==> config.mk <==
export PLATFORM = sky130hd
export DESIGN_NAME = ofmap_writeback
export DESIGN_NICKNAME = d
export VERILOG_FILES = /design/src/rtl/tpu_pkg.sv /design/src/rtl/wb_row_fifo.sv /design/src/rtl/ofmap_writeback.sv
export SDC_FILE = /design/constraint.sdc
export NUM_CORES = 1
export LEC_CHECK = 0
export CAP_MARGIN = 20
export CORE_ASPECT_RATIO = 2
export CORE_MARGIN = 4
export CORE_UTILIZATION = 45
export CTS_CLUSTER_DIAMETER = 200
export DETAILED_ROUTE_END_ITERATION = 8
export PLACE_DENSITY = 0.66
export SETUP_SLACK_MARGIN = 0.2
export SYNTH_ARGS = -nofsm -noshare
export SYNTH_HDL_FRONTEND = slang
export SYNTH_SLANG_ARGS = --single-unit
==> constraint.sdc <==
create_clock -name clk -period 6.64 [get_ports clk]
set_input_delay 1.992 -clock clk [delete_from_list [all_inputs] [get_ports clk]]
set_output_delay 1.992 -clock clk [all_outputs]
set_load 0.01 [all_outputs]
==> src/rtl/tpu_pkg.sv <==
// Shared types and constants for the ofmap writeback path.
// Lane 0 sits in the MSBs of every packed ofmap row.
package tpu_pkg;

  localparam int WB_PE_SIZE    = 4;
  localparam int WB_DATA_WIDTH = 8;
  localparam int WB_ADDR_WIDTH = 10;
  localparam int WB_ROWS       = 16;
  localparam int WB_BUF_DEPTH  = 4;

  typedef enum logic [1:0] {
    WB_IDLE  = 2'd0,
    WB_RUN   = 2'd1,
    WB_DRAIN = 2'd2,
    WB_DONE  = 2'd3
  } wb_state_e;

  // MSB bit index of a lane inside a packed row
  function automatic int lane_msb(
    input int lane,
    input int dw,
    input int pe
  );
    return (pe - lane) * dw - 1;
  endfunction

endpackage

==> src/rtl/wb_row_fifo.sv <==
// Row buffer between the accumulator stream and the GLB port.
// Pointers carry a wrap bit so full/empty need no separate counter.
module wb_row_fifo
  import tpu_pkg::*;
#(
  parameter int WIDTH = WB_PE_SIZE * WB_DATA_WIDTH,
  parameter int DEPTH = WB_BUF_DEPTH
) (
  input  logic             clk,
  input  logic             rst,
  input  logic             push,
  input  logic [WIDTH-1:0] wdata,
  input  logic             pop,
  output logic [WIDTH-1:0] rdata,
  output logic             full,
  output logic             empty
);

  localparam int AW = $clog2(DEPTH);

  logic [WIDTH-1:0] mem [DEPTH];
  logic [AW:0]      wr_ptr;
  logic [AW:0]      rd_ptr;
  logic             do_push;
  logic             do_pop;

  assign empty = (wr_ptr == rd_ptr);
  assign full  = (wr_ptr[AW] != rd_ptr[AW]) &&
                 (wr_ptr[AW-1:0] == rd_ptr[AW-1:0]);

  // A pop frees the slot the same cycle, so full+pop may push
  assign do_pop  = pop & ~empty;
  assign do_push = push & (~full | do_pop);

  assign rdata = mem[rd_ptr[AW-1:0]];

  always_ff @(posedge clk or posedge rst) begin
    if (rst) begin
      wr_ptr <= '0;
      rd_ptr <= '0;
      for (int i = 0; i < DEPTH; i++) begin
        mem[i] <= '0;
      end
    end else begin
      if (do_push) begin
        mem[wr_ptr[AW-1:0]] <= wdata;
        wr_ptr <= wr_ptr + 1'b1;
      end
      if (do_pop) begin
        rd_ptr <= rd_ptr + 1'b1;
      end
    end
  end

endmodule

==> src/rtl/ofmap_writeback.sv <==
// Buffers quantized ofmap rows and writes them to the GLB.
// Build option: OFMAP_RELU_EN clamps negative lanes to 0 on write.
module ofmap_writeback
  import tpu_pkg::*;
#(
  parameter int PE_SIZE        = WB_PE_SIZE,
  parameter int DATA_WIDTH     = WB_DATA_WIDTH,
  parameter int GLB_ADDR_WIDTH = WB_ADDR_WIDTH,
  parameter int ROWS_PER_TILE  = WB_ROWS,
  parameter int BUF_DEPTH      = WB_BUF_DEPTH
) (
  input  logic                          clk,
  input  logic                          rst,
  input  logic                          start_i,
  input  logic [GLB_ADDR_WIDTH-1:0]     base_addr_i,
  input  logic                          ofmap_valid_i,
  input  logic [DATA_WIDTH*PE_SIZE-1:0] ofmap_row_i,
  input  logic                          glb_ready_i,
  output logic                          glb_wren_o,
  output logic [GLB_ADDR_WIDTH-1:0]     glb_addr_o,
  output logic [DATA_WIDTH*PE_SIZE-1:0] glb_wdata_o,
  output logic                          busy_o,
  output logic                          done_o,
  output logic                          overflow_o
);

  localparam int ROW_W = DATA_WIDTH * PE_SIZE;
  localparam int CW    = $clog2(ROWS_PER_TILE + 1);
  localparam logic [CW-1:0] N_ROWS = CW'(ROWS_PER_TILE);
  localparam logic [CW-1:0] N_LAST = CW'(ROWS_PER_TILE - 1);

  wb_state_e state;
  wb_state_e state_nx;

  logic [GLB_ADDR_WIDTH-1:0] base_q;
  logic [CW-1:0]             acc_cnt;
  logic [CW-1:0]             wr_cnt;
  logic                      ovf_q;
  logic                      fifo_full;
  logic                      fifo_empty;
  logic                      push;
  logic                      pop;
  logic                      active;
  logic                      take_start;
  logic [ROW_W-1:0]          head;

  assign active     = (state == WB_RUN) || (state == WB_DRAIN);
  assign take_start = (state == WB_IDLE) & start_i;

  assign glb_wren_o = active & ~fifo_empty;
  assign pop        = glb_wren_o & glb_ready_i;
  assign push       = (state == WB_RUN) & ofmap_valid_i &
                      (acc_cnt != N_ROWS) & (~fifo_full | pop);

  assign glb_addr_o = base_q + GLB_ADDR_WIDTH'(wr_cnt);
  assign busy_o     = (state != WB_IDLE);
  assign done_o     = (state == WB_DONE);
  assign overflow_o = ovf_q;

  wb_row_fifo #(
    .WIDTH (ROW_W),
    .DEPTH (BUF_DEPTH)
  ) u_fifo (
    .clk   (clk),
    .rst   (rst),
    .push  (push),
    .wdata (ofmap_row_i),
    .pop   (pop),
    .rdata (head),
    .full  (fifo_full),
    .empty (fifo_empty)
  );

  // Leave RUN/DRAIN on the edge that completes the count
  always_comb begin
    state_nx = state;
    unique case (state)
      WB_IDLE:  if (start_i) state_nx = WB_RUN;
      WB_RUN:   if (push && acc_cnt == N_LAST)
                  state_nx = WB_DRAIN;
      WB_DRAIN: if (pop && wr_cnt == N_LAST)
                  state_nx = WB_DONE;
      WB_DONE:  state_nx = WB_IDLE;
      default:  state_nx = WB_IDLE;
    endcase
  end

  always_ff @(posedge clk or posedge rst) begin
    if (rst) begin
      state   <= WB_IDLE;
      base_q  <= '0;
      acc_cnt <= '0;
      wr_cnt  <= '0;
      ovf_q   <= 1'b0;
    end else begin
      state <= state_nx;
      if (take_start) begin
        base_q  <= base_addr_i;
        acc_cnt <= '0;
        wr_cnt  <= '0;
        ovf_q   <= 1'b0;
      end else begin
        if (push) acc_cnt <= acc_cnt + 1'b1;
        if (pop)  wr_cnt  <= wr_cnt + 1'b1;
      end
      // The accumulator never stalls, so any unaccepted row is lost
      if (ofmap_valid_i && !push) ovf_q <= 1'b1;
    end
  end

`ifdef OFMAP_RELU_EN
  for (genvar i = 0; i < PE_SIZE; i++) begin : g_relu
    localparam int MSB = lane_msb(i, DATA_WIDTH, PE_SIZE);
    assign glb_wdata_o[MSB -: DATA_WIDTH] =
      head[MSB] ? '0 : head[MSB -: DATA_WIDTH];
  end
`else
  assign glb_wdata_o = head;
`endif

endmodule

==> results of run 1 <==
==> Yosys cell counts (2+ instances only) <==
cell type,count
xnor2_1,11
mux2_4,89
a21oi_1,4
and2_1,3
a21o_1,2
mux2_1,2
mux2_2,47
buf_6,9
a211oi_1,4
buf_12,6
inv_1,15
buf_4,3
nor2_1,10
buf_2,4
xor2_1,7
dfrtp_1,157
clkbuf_1,6
nor3b_1,5
o311ai_0,2
mux4_2,32
nor3_1,3
o21ai_0,7
nand2_1,11
and3_1,2
nand4_1,2
nand3_1,2
ha_1,20
==> how the worst max path moves through the flow <==
stage	startpoint	endpoint	slack, ns	depth (start not counted)
after floorplan	rst	acc_cnt[0]	0.41	1
after global placement	glb_ready_i	u_fifo.mem[127]	1.95	7
after detailed placement	glb_ready_i	u_fifo.mem[127]	1.91	7
after CTS	u_fifo.rd_ptr[0]	glb_wdata_o[1]	1.67	3
after global routing	wr_cnt[0]	glb_addr_o[6]	1.52	8
final	wr_cnt[0]	glb_addr_o[6]	1.73	8
==> cells by family after synthesis <==
| family | synth area share (%) |
|---|---|
| fa+ha+maj | 3.48 |
| buf+inv | 4.46 |
| mux | 33.7 |
| xor+xnor | 2.24 |
| flops | 50.6 |
| compound gates | 2.34 |
| simple gates | 3.13 |
==> metal layers <==
metal  vias to the layer above  part of all wire (%)
met5                         -                     0
met4                         0                   2.2
met3                        16                   3.2
met2                        87                    55
met1                      2225                    40
li1                       1919                     -
==> per-stage QoR <==
| stage | total power, mW | utilization [%] | area (um2) | setup WS [ns] |
|---|---|---|---|---|
| after floorplan | 3.17 | - | 7760 | 0.413 |
| after global placement | 3.96 | 51.6 | 8700 | 1.95 |
| after detailed placement | 4.02 | 51.6 | 8700 | 1.91 |
| after CTS | 4.96 | 54.9 | 9250 | 1.67 |
| after global routing | 5.20 | 55.1 | 9280 | 1.52 |
| final | 4.90 | 55.1 | 9280 | 1.73 |
==> flip-flops by register name, summed over array words and instances, names as in the netlist <==
name           flops
overflow_o         1
state              2
acc_cnt            5
u_fifo.wr_ptr      3
wr_cnt             5
u_fifo.mem       128
base_q            10
u_fifo.rd_ptr      3
==> report_power, final <==
part	leakage (nW)	total [mW]	switching (mW)	internal, mW
Clock	0.258	0.917	0.418	0.499
Sequential	1.95	1.78	0.373	1.41
Combinational	1.85	2.21	0.773	1.43
==> cell type report <==
class | instances | area, um2 | area share [%]
flip-flops and latches | 157 | 3930 | 42.4
inverters | 15 | 61.3 | 0.661
clock buffers | 20 | 447 | 4.81
multi-input cells | 281 | 3490 | 37.6
repair buffers | 98 | 986 | 10.6
well taps | 207 | 259 | 2.79
clock inverters | 12 | 105 | 1.13
==> impl_metrics.tcl, run 1 <==
set metrics [dict create \
    gp_congestion 0.746 \
    grt_overflow 0 \
    top_usage_layer "met2" \
    drc 0 \
    mostFrequentLayoutCell "dfrtp_1" \
    layout_common_cells "155 x dfrtp_1, 92 x clkdlybuf4s50_1, 89 x mux2_4" \
    area_delta_synth_final_pct 19.6 \
    clock_sinks 157 \
    worst-r2r-setup-slack_ns 3.02 \
    postRouteAntennaNets 0 \
    setup_viol_count_final 0 \
    holdPathEnd "u_fifo.mem[54]" \
    ys_warn_count 0 \
    worstSetupEndpointType "primary output" \
    die_y_um 194 \
    gr-usage-met1_pct 20.6 \
    critPathMaxFanout 4 \
    dieArea_um2 19500 \
    required_ns 4.65 \
    numPortBuffers 92 \
    whs_ns 0.485 \
    syn-instance-count 482 \
    cap_violations 0 \
    run_status "finished, final reports clean" \
    yosysTopAreaCellShare_pct 50.6 \
    wl_per_cell_um 20.1 \
    stdcell_count 790 \
    grt_setup_unrepaired "no" \
    leakage_nw 4.05 \
    path_cells "ha_1 -> fa_1 -> a21o_1 -> a21oi_1 -> nor2b_1 -> o21ai_0 -> xnor2_1 -> clkdlybuf4s50_1" \
    fp.dieW_um 101 \
    cts_buffer_depth 2 \
    io_pins 93 \
    hold_class "flop to flop" \
    synth_largest_area_cell "dfrtp_1" \
    ys_ff_latch 157 \
    worstSkewPairLatency_ns 0.42 \
    timing.rr.end "u_fifo.mem[127]" \
    drtPass1Iterations 4 \
    fillers 1341 \
    synth-main-ff-cell "dfrtp_1" \
    place_hpwl_mm 10.3 \
    ys_async_sr_fraction_pct 100 \
    htreeDepth 4 \
    clock_tree.root_cell "clkbuf_16" \
    grt_util_all_layers_pct 17.2 \
    diodes 0 \
    critical_path_arrival_ns 2.92 \
    layout_min_cycle_time_ns 4.91 \
    path_buf_inv 1 \
    synth_cell_types 44 \
    met3_usage_pct 3.56 \
    timing.setup.tns_ns 0 \
    cts_tree "done" \
    cp_slowest_stage_delay_ns 0.56 \
    synth.avg_cell_area_um2 16.1 \
    critPathLaunchType "flop" \
    min-delay-start "u_fifo.mem[54]" \
    cts_setup_buffers 0 \
    ys_top_cells_by_area "dfrtp_1 51%, mux2_4 17%, mux4_2 9.3%" \
    ff2ff_path_depth 6 \
    via_per_inst 5.38 \
    maxSlewViolCount 0 \
    worst_pin_slew_ns 0.967 \
    grt_pass1_wl_mm 26.2 \
    grt_pass1_vias 4876 \
    nNetsFinal 638 \
    grtUsageMet2_pct 30.1 \
    path_clk_slew_ns 0.07 \
    pwr_density_cell_nw_per_um2 528 \
    dp_cells 757 \
    rr_startpoint "u_fifo.rd_ptr[1]" \
    fin_crit_sh_pct 74.0 \
    synth_edf_count 0 \
    cts_hold_buf 0 \
    clock_skew_ns 0.00962 \
    syn_area_um2 7760 \
    initial_utilization_pct 46.1 \
    yosysSeqAreaShare_pct 50.6 \
    vias 4247 \
    cp_slowest_cell "clkdlybuf4s50_1" \
    syn-num-nets 550 \
    crit_family "adder cells" \
    hold_viol 0 \
    whs_path_depth 1 \
    drt_iter0_drc 120 \
    drive_above_1_share_pct 36.7 \
    slew_headroom_pct 35.5 \
    ir_drop_mv 0.358 \
    critical_path_class "flop to primary output" \
    cts_made_buffers 17 \
    rows 67 \
    cts_resized 0 \
    antenna_found_initial 0 \
    routed_wl_mm 15.9 \
    grt_max_degree 123 \
    max_freq_ghz 0.204 \
    core_area_um2 16800 \
]
Power figures use the tool's default switching activity.
==> inputs of run 2 (changes only) <==
- clock period: 6.64 -> 4.85 ns (I/O delays scaled with it)
==> run 2 against run 1 <==
  * Wire length up 1.9%
  * Clock power up 52%
  * Total power is 40% higher
  * Critical endpoint is now glb_addr_o[8]
  * Clock skew rose by 0.0015 ns
==> impl_metrics.tcl, run 2 (same netlist as run 1, synthesis figures left out) <==
set metrics [dict create \
    dieArea_um2 19500 \
    hold_class "flop to flop" \
    grt_max_degree 65 \
    cts_made_buffers 17 \
    mostFrequentLayoutCell "dfrtp_1" \
    initial_utilization_pct 46.1 \
    rows 67 \
    routed_wl_mm 16.2 \
    fin_crit_sh_pct 90.1 \
    grt_pass1_vias 5045 \
    clock_skew_ns 0.0111 \
    layout_min_cycle_time_ns 4.37 \
    clock_sinks 157 \
    cp_slowest_stage_delay_ns 0.57 \
    drtPass1Iterations 4 \
    htreeDepth 4 \
    dp_cells 762 \
    crit_family "adder cells" \
    wl_per_cell_um 20.4 \
    core_area_um2 16800 \
    layout_common_cells "155 x dfrtp_1, 92 x clkdlybuf4s50_1, 89 x mux2_4" \
    setup_viol_count_final 0 \
    run_status "finished, final reports clean" \
    worst-r2r-setup-slack_ns 1.73 \
    critPathLaunchType "flop" \
    fillers 1393 \
    slew_headroom_pct 45.2 \
    cp_slowest_cell "clkdlybuf4s50_1" \
    cts_resized 0 \
    path_clk_slew_ns 0.07 \
    diodes 0 \
    path_buf_inv 1 \
    fp.dieW_um 101 \
    gp_congestion 0.732 \
    path_cells "ha_1 -> fa_1 -> a21o_1 -> a21oi_1 -> nor2b_1 -> o2111ai_1 -> xnor2_1 -> clkdlybuf4s50_1" \
    io_pins 93 \
    final_util_pct 55.8 \
    grt_pass1_wl_mm 26.6 \
    required_ns 3.39 \
    grt_setup_unrepaired "no" \
    leakage_nw 4.11 \
    timing.setup.tns_ns 0 \
    regMostFlops "u_fifo.mem" \
    cts_tree "done" \
    drive_above_1_share_pct 37.0 \
    whs_ns 0.491 \
    grt_overflow 0 \
    reg_top3 "u_fifo.mem (128), base_q (10)" \
    nNetsFinal 642 \
    via_per_inst 5.42 \
    worstSkewPairLatency_ns 0.42 \
    vias 4301 \
    grt_util_all_layers_pct 17.5 \
    drc 0 \
    cts_setup_buffers 0 \
    numPortBuffers 92 \
    critical_path_class "flop to primary output" \
    max_freq_ghz 0.229 \
    postRouteAntennaNets 0 \
    worst_pin_slew_ns 0.823 \
    maxSlewViolCount 0 \
    worstSetupEndpointType "primary output" \
    place_hpwl_mm 10.6 \
    stdcell_count 794 \
    cap_violations 0 \
    largest_reg_flops 128 \
    pwr_density_cell_nw_per_um2 733 \
    die_y_um 194 \
    critPathMaxFanout 4 \
    clock_tree.root_cell "clkbuf_16" \
    ir_drop_mv 0.360 \
    drt_iter0_drc 124 \
    critical_path_arrival_ns 2.92 \
    cts_hold_buf 0 \
    antenna_found_initial 0 \
    hold_viol 0 \
    cts_buffer_depth 2 \
    area_delta_synth_final_pct 21.0 \
]
-- run 2: metrics by stage --
stage / instance area [um2] / power, mW / setup WS (ns)
after floorplan: 7770 / 4.35 / 1.41
after global placement: 8790 / 5.44 / 0.947
after detailed placement: 8790 / 5.54 / 0.909
after CTS: 9400 / 6.98 / 0.436
after global routing: 9400 / 7.27 / 0.320
final: 9400 / 6.88 / 0.479
-- run 2: worst paths after layout --
check,depth (start not counted),to,from
min in group asynchronous,2,wr_cnt[0],rst
min,1,u_fifo.rd_ptr[2],u_fifo.rd_ptr[2]
max,8,glb_addr_o[8],wr_cnt[0]
max reg2reg,6,u_fifo.mem[127],u_fifo.rd_ptr[1]
min reg2reg,1,u_fifo.rd_ptr[2],u_fifo.rd_ptr[2]
max in group asynchronous,3,u_fifo.mem[76],rst
-- run 2: layout make-up --
class                      instances  area, um2  area share, %
tap                              207        259           2.76
inverter                          15       60.1          0.639
clock inverter                    11        158           1.68
clock buffer                      21        450           4.79
timing repair buffer             102       1050           11.1
sequential                       157       3930           41.8
multi-input combinational        281       3490           37.2
-- run 2: where the power goes --
part / internal [mW] / total, mW / switching, mW
Sequential: 1.93 / 2.42 / 0.499
Combinational: 1.99 / 3.07 / 1.08
Clock: 0.833 / 1.39 / 0.558
Total: 4.74 / 6.88 / 2.14
-- run 2: layer usage --
metal	global-route usage, %	wire, um	vias to the layer above
met5	0	0	-
met4	6.00	325	0
met3	3.10	503	18
met2	30.9	8800	83
met1	20.9	6560	2269
li1	-	-	1931
==> inputs of run 3 (changes only) <==
- CORE_UTILIZATION: 45 -> 25
- PLACE_DENSITY: 0.66 -> 0.41
- RECOVER_POWER: default -> 100
- SLEW_MARGIN: default -> 20
==> run 3 against run 2 <==
  * Design area is 1.8% lower
  * Via count increased by 0.74%
  * Clock power about the same
  * First-iteration DRC count increased by 6.5%
  * Combinational power shrank 10%
  * Wire length grew 17%
  * Total power decreased by 6.1%
  * Maximum frequency shrank 2.2%
  * Non-clock buffer count shrank 1
  * Largest cell class unchanged
  * Highest routed layer unchanged
==> impl_metrics.tcl, run 3 (same netlist as run 1, synthesis figures left out) <==
set metrics [dict create \
    run_status "finished, final reports clean" \
    grt_setup_unrepaired "no" \
    critPathMaxFanout 4 \
    diodes 0 \
    worst-r2r-setup-slack_ns 0.65 \
    numPortBuffers 92 \
    grt_overflow 0 \
    initial_utilization_pct 25.3 \
    rows 91 \
    critical_path_arrival_ns 3.01 \
    drc 0 \
    cap_violations 0 \
    cts_hold_buf 0 \
    swShare_pct 33.2 \
    dieArea_um2 34100 \
    vias 4333 \
    power_frac_comb_pct 42.6 \
    internal_power_mw 4.31 \
    cts_resized 0 \
    holdPathEnd "u_fifo.mem[8]" \
    timing.rr.end "u_fifo.mem[45]" \
    wl_per_cell_um 19.8 \
    final_util_pct 30.0 \
    pwr_density_cell_nw_per_um2 700 \
    fp.dieW_um 133 \
    io_pins 93 \
    postRouteAntennaNets 0 \
    required_ns 3.39 \
    place_hpwl_mm 12.7 \
    routed_wl_mm 19.0 \
    ir_drop_mv 0.331 \
    switching_power_mw 2.15 \
    slew_headroom_pct 21.7 \
    grt_pass1_wl_mm 30.6 \
    min-delay-start "u_fifo.mem[8]" \
    hold_class "flop to flop" \
    nNetsFinal 641 \
    worstSetupEndpointType "primary output" \
    regMostFlops "u_fifo.mem" \
    rr_startpoint "u_fifo.rd_ptr[0]" \
    clock_sinks 157 \
    clock_tree.root_cell "clkbuf_16" \
    via_per_inst 4.52 \
    max_freq_ghz 0.224 \
    layout_min_cycle_time_ns 4.47 \
    ff2ff_path_depth 7 \
    cts_made_buffers 17 \
    reg_top3 "u_fifo.mem (128), base_q (10)" \
    path_clk_slew_ns 0.07 \
    die_y_um 257 \
    setup_viol_count_final 0 \
    cts_tree "done" \
    grt_util_all_layers_pct 11.8 \
    layout_common_cells "156 x dfrtp_1, 87 x mux2_1, 62 x clkdlybuf4s50_1" \
    maxSlewViolCount 0 \
    antenna_found_initial 0 \
    critical_path_class "flop to primary output" \
    core_area_um2 30700 \
    gp_congestion 0.768 \
    drt_iter0_drc 132 \
    leakage_nw 3.94 \
    mostFrequentLayoutCell "dfrtp_1" \
    critPathLaunchType "flop" \
    stdcell_count 958 \
    fin_crit_sh_pct 92.2 \
    whs_path_depth 1 \
    largest_reg_flops 128 \
    clockPowerShare_pct 21.0 \
    cts_buffer_depth 2 \
    area_delta_synth_final_pct 18.9 \
    fillers 3120 \
    grt_max_degree 140 \
    worst_pin_slew_ns 1.17 \
    clock_skew_ns 0.00945 \
    grt_pass1_vias 5032 \
    seq_power_share_pct 36.4 \
    cts_setup_buffers 0 \
    timing.setup.tns_ns 0 \
    drive_above_1_share_pct 21.5 \
    hold_viol 0 \
    worstSkewPairLatency_ns 0.44 \
    htreeDepth 4 \
    drtPass1Iterations 5 \
    dp_cells 926 \
]
run 3: cell types whose count changed in the layout (fill, tap and decap cells not counted), sizes merged:
| cell | delta |
|---|---|
| buf | -4 |
| bufinv | -1 |
| clkbuf | +1 |
| clkdlybuf4s50 | -30 |
| clkinv | +5 |
| dlygate4sd3 | +30 |
| inv | -2 |
run 3: worst max path at each step:
stage	from	cells past startpoint	endpoint	slack, ns
final	wr_cnt[0]	8	glb_addr_o[6]	0.38
after CTS	wr_cnt[0]	8	glb_addr_o[6]	0.37
after detailed placement	glb_ready_i	7	u_fifo.mem[47]	0.80
after global routing	u_fifo.rd_ptr[0]	4	glb_wren_o	0.16
after floorplan	rst	1	acc_cnt[0]	1.41
after global placement	glb_ready_i	7	u_fifo.mem[47]	0.83
run 3: power by group through the flow:
stage | clock network [mW] | logic, mW | registers, mW
2_1_floorplan | 0 | 2.15 | 2.20
3_3_place_gp | 0 | 3.21 | 2.37
3_5_place_dp | 0 | 3.25 | 2.40
4_1_cts | 1.42 | 3.27 | 2.39
5_1_grt | 1.47 | 3.01 | 2.44
6_report | 1.36 | 2.75 | 2.35
run 3: critical path, cell delays in order (launching register included):
cell	delay, ns
dfrtp_1	0.42
ha_1	0.22
fa_1	0.39
a21o_1	0.19
a21oi_1	0.25
nor2b_1	0.11
o21ai_0	0.22
xnor2_1	0.14
dlygate4sd3_1	0.62
run 3: final cells by class:
cell class,instances,area [um2],share of cell area [%]
timing repair buffer,101,1030,11.1
sequential,157,3930,42.6
inverter,15,57.6,0.624
multi-input combinational,281,3160,34.2
tap,372,465,5.04
clock buffer,19,453,4.91
clock inverter,13,139,1.50
run 3: metal layers:
metal | track usage, % | part of all wire [%] | vias up
li1 | - | - | 1941
met3 | 2.80 | 2.6 | 25
met1 | 12.9 | 39 | 2280
met2 | 21.7 | 56 | 87
met5 | 0 | 0 | -
met4 | 5.06 | 2.4 | 0
run 3: through the flow:
step / area [um2] / total power [mW] / worst slack [ns] / hold slack [ns]
5_1_grt: 9230 / 6.92 / 0.162 / 0.494
4_1_cts: 9580 / 7.07 / 0.369 / 0.494
2_1_floorplan: 7770 / 4.35 / 1.41 / 0.452
3_3_place_gp: 8990 / 5.57 / 0.829 / 0.463
3_5_place_dp: 8990 / 5.65 / 0.796 / 0.479
6_report: 9230 / 6.46 / 0.380 / 0.480
